[src/rtl/game_flow_ctrl.sv]
// Game sequencer for the player/ball datapath: title, play, dying, victory and game-over phases.
// Owns game_time, score and lives; every output is registered, so a state change shows one cycle after its cause.
module game_flow_ctrl #(
    parameter int TIME_START     = 600,
    parameter int FRAMES_PER_SEC = 64,
    parameter int LIVES_START    = 3,
    parameter int FALL_Y         = 460,
    parameter int GOAL_X         = 620,
    parameter int COIN_POINTS    = 10,
    parameter int DEATH_HOLD     = 120
) (
    input  logic       clk_50,
    input  logic       Reset,
    input  logic       frame_clk,
    input  logic [7:0] keycode,
    input  logic [9:0] player_x,
    input  logic [9:0] player_y,
    input  logic       coin_hit,
    output logic [2:0] game_state,
    output logic       respawn,
    output logic       freeze,
    output logic [9:0] game_time,
    output logic [15:0] score,
    output logic [2:0] lives,
    output logic       end_flag
);

    localparam logic [2:0] TITLE     = 3'd0;
    localparam logic [2:0] PLAY      = 3'd1;
    localparam logic [2:0] DYING     = 3'd2;
    localparam logic [2:0] VICTORY   = 3'd3;
    localparam logic [2:0] GAME_OVER = 3'd4;

    localparam logic [9:0]  TIME_LOAD  = 10'(TIME_START);
    localparam logic [5:0]  FRAME_LAST = 6'(FRAMES_PER_SEC - 1);
    localparam logic [2:0]  LIVES_LOAD = 3'(LIVES_START);
    localparam logic [9:0]  FALL_LIM   = 10'(FALL_Y);
    localparam logic [9:0]  GOAL_LIM   = 10'(GOAL_X);
    localparam logic [16:0] COIN_ADD   = 17'(COIN_POINTS);
    localparam logic [6:0]  HOLD_LAST  = 7'(DEATH_HOLD - 1);
    localparam logic [7:0]  KEY_ENTER  = 8'h28;

    logic [2:0]  frameSync;
    logic        frameTick;
    logic        prevEnter;
    logic [5:0]  frameCnt;
    logic [6:0]  holdCnt;

    logic        enterEvt;
    logic [16:0] scorePlusCoin;
    logic [15:0] scoreCoinSat;
    logic [15:0] scoreBonusSat;
    logic [2:0]  stateNxt;
    logic        respawnNxt;
    logic [9:0]  timeNxt;
    logic [15:0] scoreNxt;
    logic [2:0]  livesNxt;
    logic [5:0]  frameNxt;
    logic [6:0]  holdNxt;

    assign enterEvt      = (keycode == KEY_ENTER) && !prevEnter;
    assign scorePlusCoin = {1'b0, score} + COIN_ADD;
    assign scoreCoinSat  = scorePlusCoin[16] ? 16'hFFFF : scorePlusCoin[15:0];
    assign scoreBonusSat = (score == 16'hFFFF) ? score : score + 16'd1;

    always_comb begin
        stateNxt   = game_state;
        respawnNxt = 1'b0;
        timeNxt    = game_time;
        scoreNxt   = score;
        livesNxt   = lives;
        frameNxt   = frameCnt;
        holdNxt    = holdCnt;
        case (game_state)
            TITLE: begin
                if (enterEvt) begin
                    stateNxt   = PLAY;
                    respawnNxt = 1'b1;
                    scoreNxt   = 16'd0;
                    livesNxt   = LIVES_LOAD;
                    timeNxt    = TIME_LOAD;
                    frameNxt   = 6'd0;
                end
            end
            PLAY: begin
                if (coin_hit)
                    scoreNxt = scoreCoinSat;
                // Leaving PLAY swallows a coincident tick so game_time freezes at the cause value.
                if (player_y >= FALL_LIM || game_time == 10'd0) begin
                    stateNxt = DYING;
                    livesNxt = (lives == 3'd0) ? 3'd0 : lives - 3'd1;
                    holdNxt  = 7'd0;
                end else if (player_x >= GOAL_LIM) begin
                    stateNxt = VICTORY;
                end else if (frameTick) begin
                    if (frameCnt == FRAME_LAST) begin
                        frameNxt = 6'd0;
                        timeNxt  = game_time - 10'd1;
                    end else begin
                        frameNxt = frameCnt + 6'd1;
                    end
                end
            end
            DYING: begin
                if (frameTick) begin
                    if (holdCnt == HOLD_LAST) begin
                        if (lives == 3'd0) begin
                            stateNxt = GAME_OVER;
                        end else begin
                            stateNxt   = PLAY;
                            respawnNxt = 1'b1;
                            timeNxt    = TIME_LOAD;
                            frameNxt   = 6'd0;
                        end
                    end else begin
                        holdNxt = holdCnt + 7'd1;
                    end
                end
            end
            VICTORY: begin
                // Time bonus drains one second per frame; Enter only counts once it is spent.
                if (frameTick && game_time != 10'd0) begin
                    timeNxt  = game_time - 10'd1;
                    scoreNxt = scoreBonusSat;
                end
                if (enterEvt && game_time == 10'd0)
                    stateNxt = TITLE;
            end
            GAME_OVER: begin
                if (enterEvt)
                    stateNxt = TITLE;
            end
            default: stateNxt = TITLE;
        endcase
    end

    always_ff @(posedge clk_50 or negedge Reset) begin
        if (!Reset) begin
            frameSync  <= 3'b000;
            frameTick  <= 1'b0;
            prevEnter  <= 1'b0;
            frameCnt   <= 6'd0;
            holdCnt    <= 7'd0;
            game_state <= TITLE;
            respawn    <= 1'b0;
            freeze     <= 1'b1;
            game_time  <= TIME_LOAD;
            score      <= 16'd0;
            lives      <= LIVES_LOAD;
            end_flag   <= 1'b0;
        end else begin
            frameSync  <= {frameSync[1:0], frame_clk};
            frameTick  <= frameSync[1] & ~frameSync[2];
            prevEnter  <= (keycode == KEY_ENTER);
            frameCnt   <= frameNxt;
            holdCnt    <= holdNxt;
            game_state <= stateNxt;
            respawn    <= respawnNxt;
            freeze     <= (stateNxt != PLAY);
            game_time  <= timeNxt;
            score      <= scoreNxt;
            lives      <= livesNxt;
            end_flag   <= (stateNxt == VICTORY);
        end
    end

endmodule

[config.mk]
export PLATFORM = sky130hd
export DESIGN_NAME = game_flow_ctrl
export DESIGN_NICKNAME = d
export VERILOG_FILES = /design/src/rtl/game_flow_ctrl.sv
export SDC_FILE = /design/constraint.sdc
export NUM_CORES = 1
export LEC_CHECK = 0
export ABC_CLOCK_PERIOD_IN_PS = 7080
export CAP_MARGIN = 15
export CORE_UTILIZATION = 29
export DETAILED_ROUTE_END_ITERATION = 7
export HOLD_SLACK_MARGIN = 0.05
export SYNTH_ARGS = -nofsm -noshare
export SYNTH_HDL_FRONTEND = slang
export SYNTH_SLANG_ARGS = --single-unit
[constraint.sdc]
create_clock -name clk_50 -period 7.08 [get_ports clk_50]
set_input_delay 1.062 -clock clk_50 [delete_from_list [all_inputs] [get_ports clk_50]]
set_output_delay 1.062 -clock clk_50 [all_outputs]
set_load 0.05 [all_outputs]
Word-level counts from Yosys, hierarchy flattened --
Cells that the tools add are included.
Word-level totals: register bits 53, bits in latches 0, memory bits (writable) 0, memory bits (read-only) 0, bits of input ports 32, output and inout bits 35, word-level logic and storage cells 111, memories 0
Cells by class: add/subtract/negate cells 6, $mul 0, divide/modulo/power cells 0, magnitude comparators 2, eq/ne operators 23, shift operators 0, multiplexer cells 47, bitwise operators 2, reduce and logical (&&, ||, !) cells 19
Operator list (count):
- 2-to-1 mux 10 bit | 9
- 2-to-1 mux 16 bit | 5
- 2-to-1 mux 6 bit | 8
- one-hot mux 16 bit (3 select lines) | 1
- one-hot mux 10 bit (4 select lines) | 1
- 2-to-1 mux 3 bit | 11
- inequality test 2 bit, second input constant | 13
- 2-to-1 mux 7 bit | 3
- one-hot mux 6 bit (3 select lines) | 1
- adder 16 x 4 -> 17 bit, second input constant | 1
- adder 16 x 1 -> 16 bit, second input constant | 1
- equality test 16 bit, second input constant | 1
- one-hot mux 3 bit (5 select lines) | 1
- one-hot mux 7 bit (2 select lines) | 1
- greater-or-equal comparator 10 bit, second input constant | 1
- greater-or-equal comparator 10 x 9 -> 1 bit, second input constant | 1
- zero test 10 bit | 1
- AND reduction 10 bit | 1
- nonzero test 10 bit | 1
- subtractor 10 x 1 -> 10 bit, second input constant | 1
- equality test 3 x 2 -> 1 bit, second input constant | 3
- equality test 8 x 6 -> 1 bit, second input constant | 1
- AND reduction 8 bit | 1
- adder 7 x 1 -> 7 bit, second input constant | 1
- 22 further kinds | 30

Depth between registers and ports, before layout --
depth in word-level cells 6, depth in mapped cells 11, mapped depth without buffers 8

Worst setup path before layout --
No wires, ideal clock.
path type input-to-reg, start point input port player_y[3], end point register game_time[9], library setup time 64 ps, data arrival time 2703 ps, required time 7016 ps, setup slack 4313 ps, cell stages on the path 7, buffers on the path 1, cells stage by stage a211o_1 a41o_1 o21ai_4 nand4_1 buf_2 or4_1 nand3_1
Between the ends: word-level cells in the longest chain between the ends 4
Ends and longest elaborated chain:
- from (decl) | line 17 | input logic [9:0] player_y,
- greater-or-equal comparator 10 x 9 -> 1 bit | line 89 | if (player_y >= FALL_LIM || game_time == 10'd0) begin
- logical OR 1 bit | line 89
- inequality test 2 bit (no line)
- AND reduction 10 bit (no line)
- to (signal assigned) | line 160 | game_time <= timeNxt;
- to (decl) | line 22 | output logic [9:0] game_time,
No other way between the ends. A chain may end at the register's enable or synchronous reset.

Worst setup path in the final report --
start point input port player_y[3], end point register game_time[7]
The elaborated chain is that of the path after synthesis.

==> flow_metrics.py <==
metrics = {
    "timing": {
        "timing.final.hold_violations": 0,
        "skew_ps": 7.27,
        "setup-tns-final_ps": 0,
        "unrepaired_setup_endpoints_after_global_routing": "no",
        "report.final.setup_viol": 0,
        "worst_slew_pin_slew_ps": 880,
        "final_min_period_ps": 3620,
        "final-max-slew-violation-count": 0,
        "max_freq_ghz": 0.276,
        "final_period_util_pct": 51.1,
        "maxSlewHeadroom_pct": 41.0,
    },
    "floorplan": {
        "die_h_um": 109,
        "floorplan.initialDensity_pct": 30.4,
        "top_level_ports": 67,
        "rows": 38,
        "dieArea_um2": 12000,
        "core_area_um2": 11000,
        "fp.dieW_um": 109,
    },
    "global_route": {
        "vias_in_the_first_global_route": 2941,
        "global_route.overflow_total": 0,
        "grt_first_pass_wirelength_mm": 14.1,
        "antenna_found_initial": 0,
        "grt_max_degree": 54,
        "grt_usage_pct": 14.8,
    },
    "setup_path": {
        "worst-setup-path-type": "in2reg",
        "critical_path_peak_fanout": 20,
        "critical_path.reg2reg.startpoint": "game_state[1]$_DFF_PN0_",
        "r2r_cells": 6,
        "rrSetupSlack_ps": 3840,
        "worst_ep_arrival_time_ps": 3840,
        "critPathTopFamily": "simple AND/OR/NAND/NOR gates",
        "worstSetupEndpointType": "register",
        "timing.rr.end": "game_time[7]$_DFFE_PN0P_",
        "timing.critical_path.slowest_stage_cell": "sky130_fd_sc_hd__or4_1",
        "wp_buf_inv": 1,
        "critical_path.cell_chain": "clkdlybuf4s50_1 -> a211o_1 -> a41o_1 -> o21ai_4 -> nand4_1 -> or4_1 -> a21oi_1",
        "worst_setup_path_start_kind": "input port",
        "cpPeakStageDelay_ps": 690,
        "cp_data_required_time_ps": 7310,
    },
    "synthesis": {
        "cell_area_after_synthesis_um2": 3350,
        "synth_enable_flop_cells": 0,
        "synth_commonest_cells": "46 x sky130_fd_sc_hd__dfrtp_1, 44 x sky130_fd_sc_hd__o21ai_0, 34 x sky130_fd_sc_hd__nor2_1",
        "synth-async-reset-ratio_pct": 100,
        "synth.net_count": 420,
        "post_synth_num_cell_types": 62,
        "synth_top_cell_area_share_pct": 34.4,
        "post-synth-top-count-cell": "sky130_fd_sc_hd__dfrtp_1",
        "yosysTopAreaCell": "sky130_fd_sc_hd__dfrtp_1",
        "synth_seq_area_share_pct": 39.9,
        "ys_seq_elements": 53,
        "synth.avg_cell_area_um2": 8.75,
        "synth_top_cells_by_area": "sky130_fd_sc_hd__dfrtp_1 34%, sky130_fd_sc_hd__o21ai_0 6.6%, sky130_fd_sc_hd__dfstp_2 5.5%",
        "yosys_warnings": 0,
        "ys_flop_type": "sky130_fd_sc_hd__dfrtp_1",
        "synthCells": 383,
    },
    "clocking": {
        "htree_num_levels": 2,
        "post_cts.repair.setup_buffers": 0,
        "cts_sinks": 53,
        "ctsResizeCount": 0,
        "cts_hold_repair.buffers": 0,
        "clock-root-buffer": "sky130_fd_sc_hd__clkbuf_16",
        "clock_latency_at_the_later_pin_of_the_worst_skew_pair_ps": 300,
        "tritoncts": "built",
        "cts_inserted_buffers": 5,
        "reg_clk_slew_reported_paths_ps": 80,
        "cts_buffer_depth": 2,
    },
    "route": {
        "avgViaCountPerCell": 5.54,
        "routed-via-count": 3175,
        "route.detailed.drc": 0,
        "dr.first_iter.drc_count": 249,
        "post_detailed_routing_wire_length_mm": 8.79,
        "antenna_violating_nets_post_route": 0,
        "route.detailed.wl_per_inst_um": 15.3,
        "drt_first_pass_iters": 5,
    },
    "run_status": {
        "run_status": "finished clean",
    },
    "placement": {
        "dpl.cell_count": 565,
        "routabilityCongestion": 0.868,
        "detailed_place_hpwl_mm": 6.18,
        "numPortBuffers": 62,
    },
    "finish": {
        "antennaDiodeCount": 0,
        "area_delta_synth_final_pct": 25.7,
        "finalNonFillerCells": 573,
        "nNetsFinal": 469,
        "drive_above_1_share_pct": 8.08,
    },
    "pwr": {
        "report.power.total_uw": 1090,
        "worst_ir_drop_vdd_mv": 0.161,
        "static_power_due_to_leakage_uw": 0.00158,
        "powerDensity_nw_per_um2": 259,
    },
    "worst_hold_path": {
        "worst_hold_path.endpoint": "frameSync[1]$_DFF_PN0_",
        "holdCritPathClass": "reg2reg",
        "holdPathStages": 0,
        "min-delay-start": "frameSync[0]$_DFF_PN0_",
    },
    "run": {
        "max_cap_violations": 0,
    },
}
-- worst max path at each step --
| stage | from | endpoint | depth (start not counted) |
|---|---|---|---|
| CTS | player_y[3] | game_time[7]$_DFFE_PN0P_ | 7 |
| finish | player_y[3] | game_time[7]$_DFFE_PN0P_ | 7 |
| detailed placement | player_y[3] | game_time[7]$_DFFE_PN0P_ | 7 |
| global placement | player_y[3] | game_time[7]$_DFFE_PN0P_ | 7 |
| floorplan | player_y[3] | game_time[9]$_DFFE_PN1P_ | 7 |
| global route | player_y[3] | game_time[7]$_DFFE_PN0P_ | 7 |
-- cells in the final DEF (no fill, tap or decap), drive strengths merged, types with 10 or more instances in the layout --
| cell | netlist | layout |
|---|---|---|
| a21oi | 25 | 25 |
| clkdlybuf4s50 | 0 | 61 |
| dfrtp | 46 | 46 |
| inv | 8 | 10 |
| nand2 | 29 | 29 |
| nand3 | 14 | 14 |
| nand4 | 10 | 10 |
| nor2 | 35 | 35 |
| nor3 | 10 | 10 |
| o21ai | 47 | 47 |
| or3 | 10 | 10 |
-- routing by layer --
layer | share of wire (%) | vias up | GRT usage (%)
met5 | 0 | - | 0
met4 | 0.96 | 0 | 4.19
met3 | 6.0 | 5 | 2.37
met2 | 47 | 104 | 24.7
met1 | 46 | 1521 | 19.8
li1 | - | 1545 | -
-- through the flow --
stage | cell area, um^2 | setup slack [ps] | utilization, % | hold WS, ps
3_5_place_dp | 4060 | 3150 | 36.8 | 337
3_3_place_gp | 4060 | 3210 | 36.8 | 336
4_1_cts | 4210 | 3460 | 38.2 | 356
2_1_floorplan | 3350 | 4310 | - | 331
6_report | 4210 | 3460 | 38.2 | 356
5_1_grt | 4210 | 3260 | 38.2 | 375
-- power breakdown --
part / internal (uW) / switching, uW / leakage [uW] / total [uW]
clock: 136 / 122 / 0.0000763 / 258
sequential: 358 / 77.3 / 0.000684 / 435
combinational: 149 / 247 / 0.000820 / 396
total: 643 / 447 / 0.00158 / 1090
-- final cells by class --
cell class,count,area (um^2)
well taps,140,175
fillers,1123,6820
flip-flops and latches,53,1340
multi-input cells,301,1890
inverters,8,30.0
repair buffers,63,623
clock buffers,5,125
clock inverters,3,28.8
-- flip-flops by register name (all words and copies together), names as in the netlist --
register / flops
game_time: 10
game_state: 3
frameSync: 3
freeze: 1
end_flag: 1
score: 16
frameCnt: 6
lives: 3
frameTick: 1
respawn: 1
holdCnt: 7
prevEnter: 1
-- cell families after synthesis --
kind of cell,count (synthesis),share of synthesized area [%]
AO/OA/AOI/OAI,129,25.6
XOR/XNOR,9,2.35
adder cells (fa/ha/maj),5,1.87
buffers and inverters,29,3.66
flip-flops,53,39.9
multiplexers,2,0.672
AND/OR/NAND/NOR,156,26.0
Note: power is estimated with default switching activity, not from simulation.
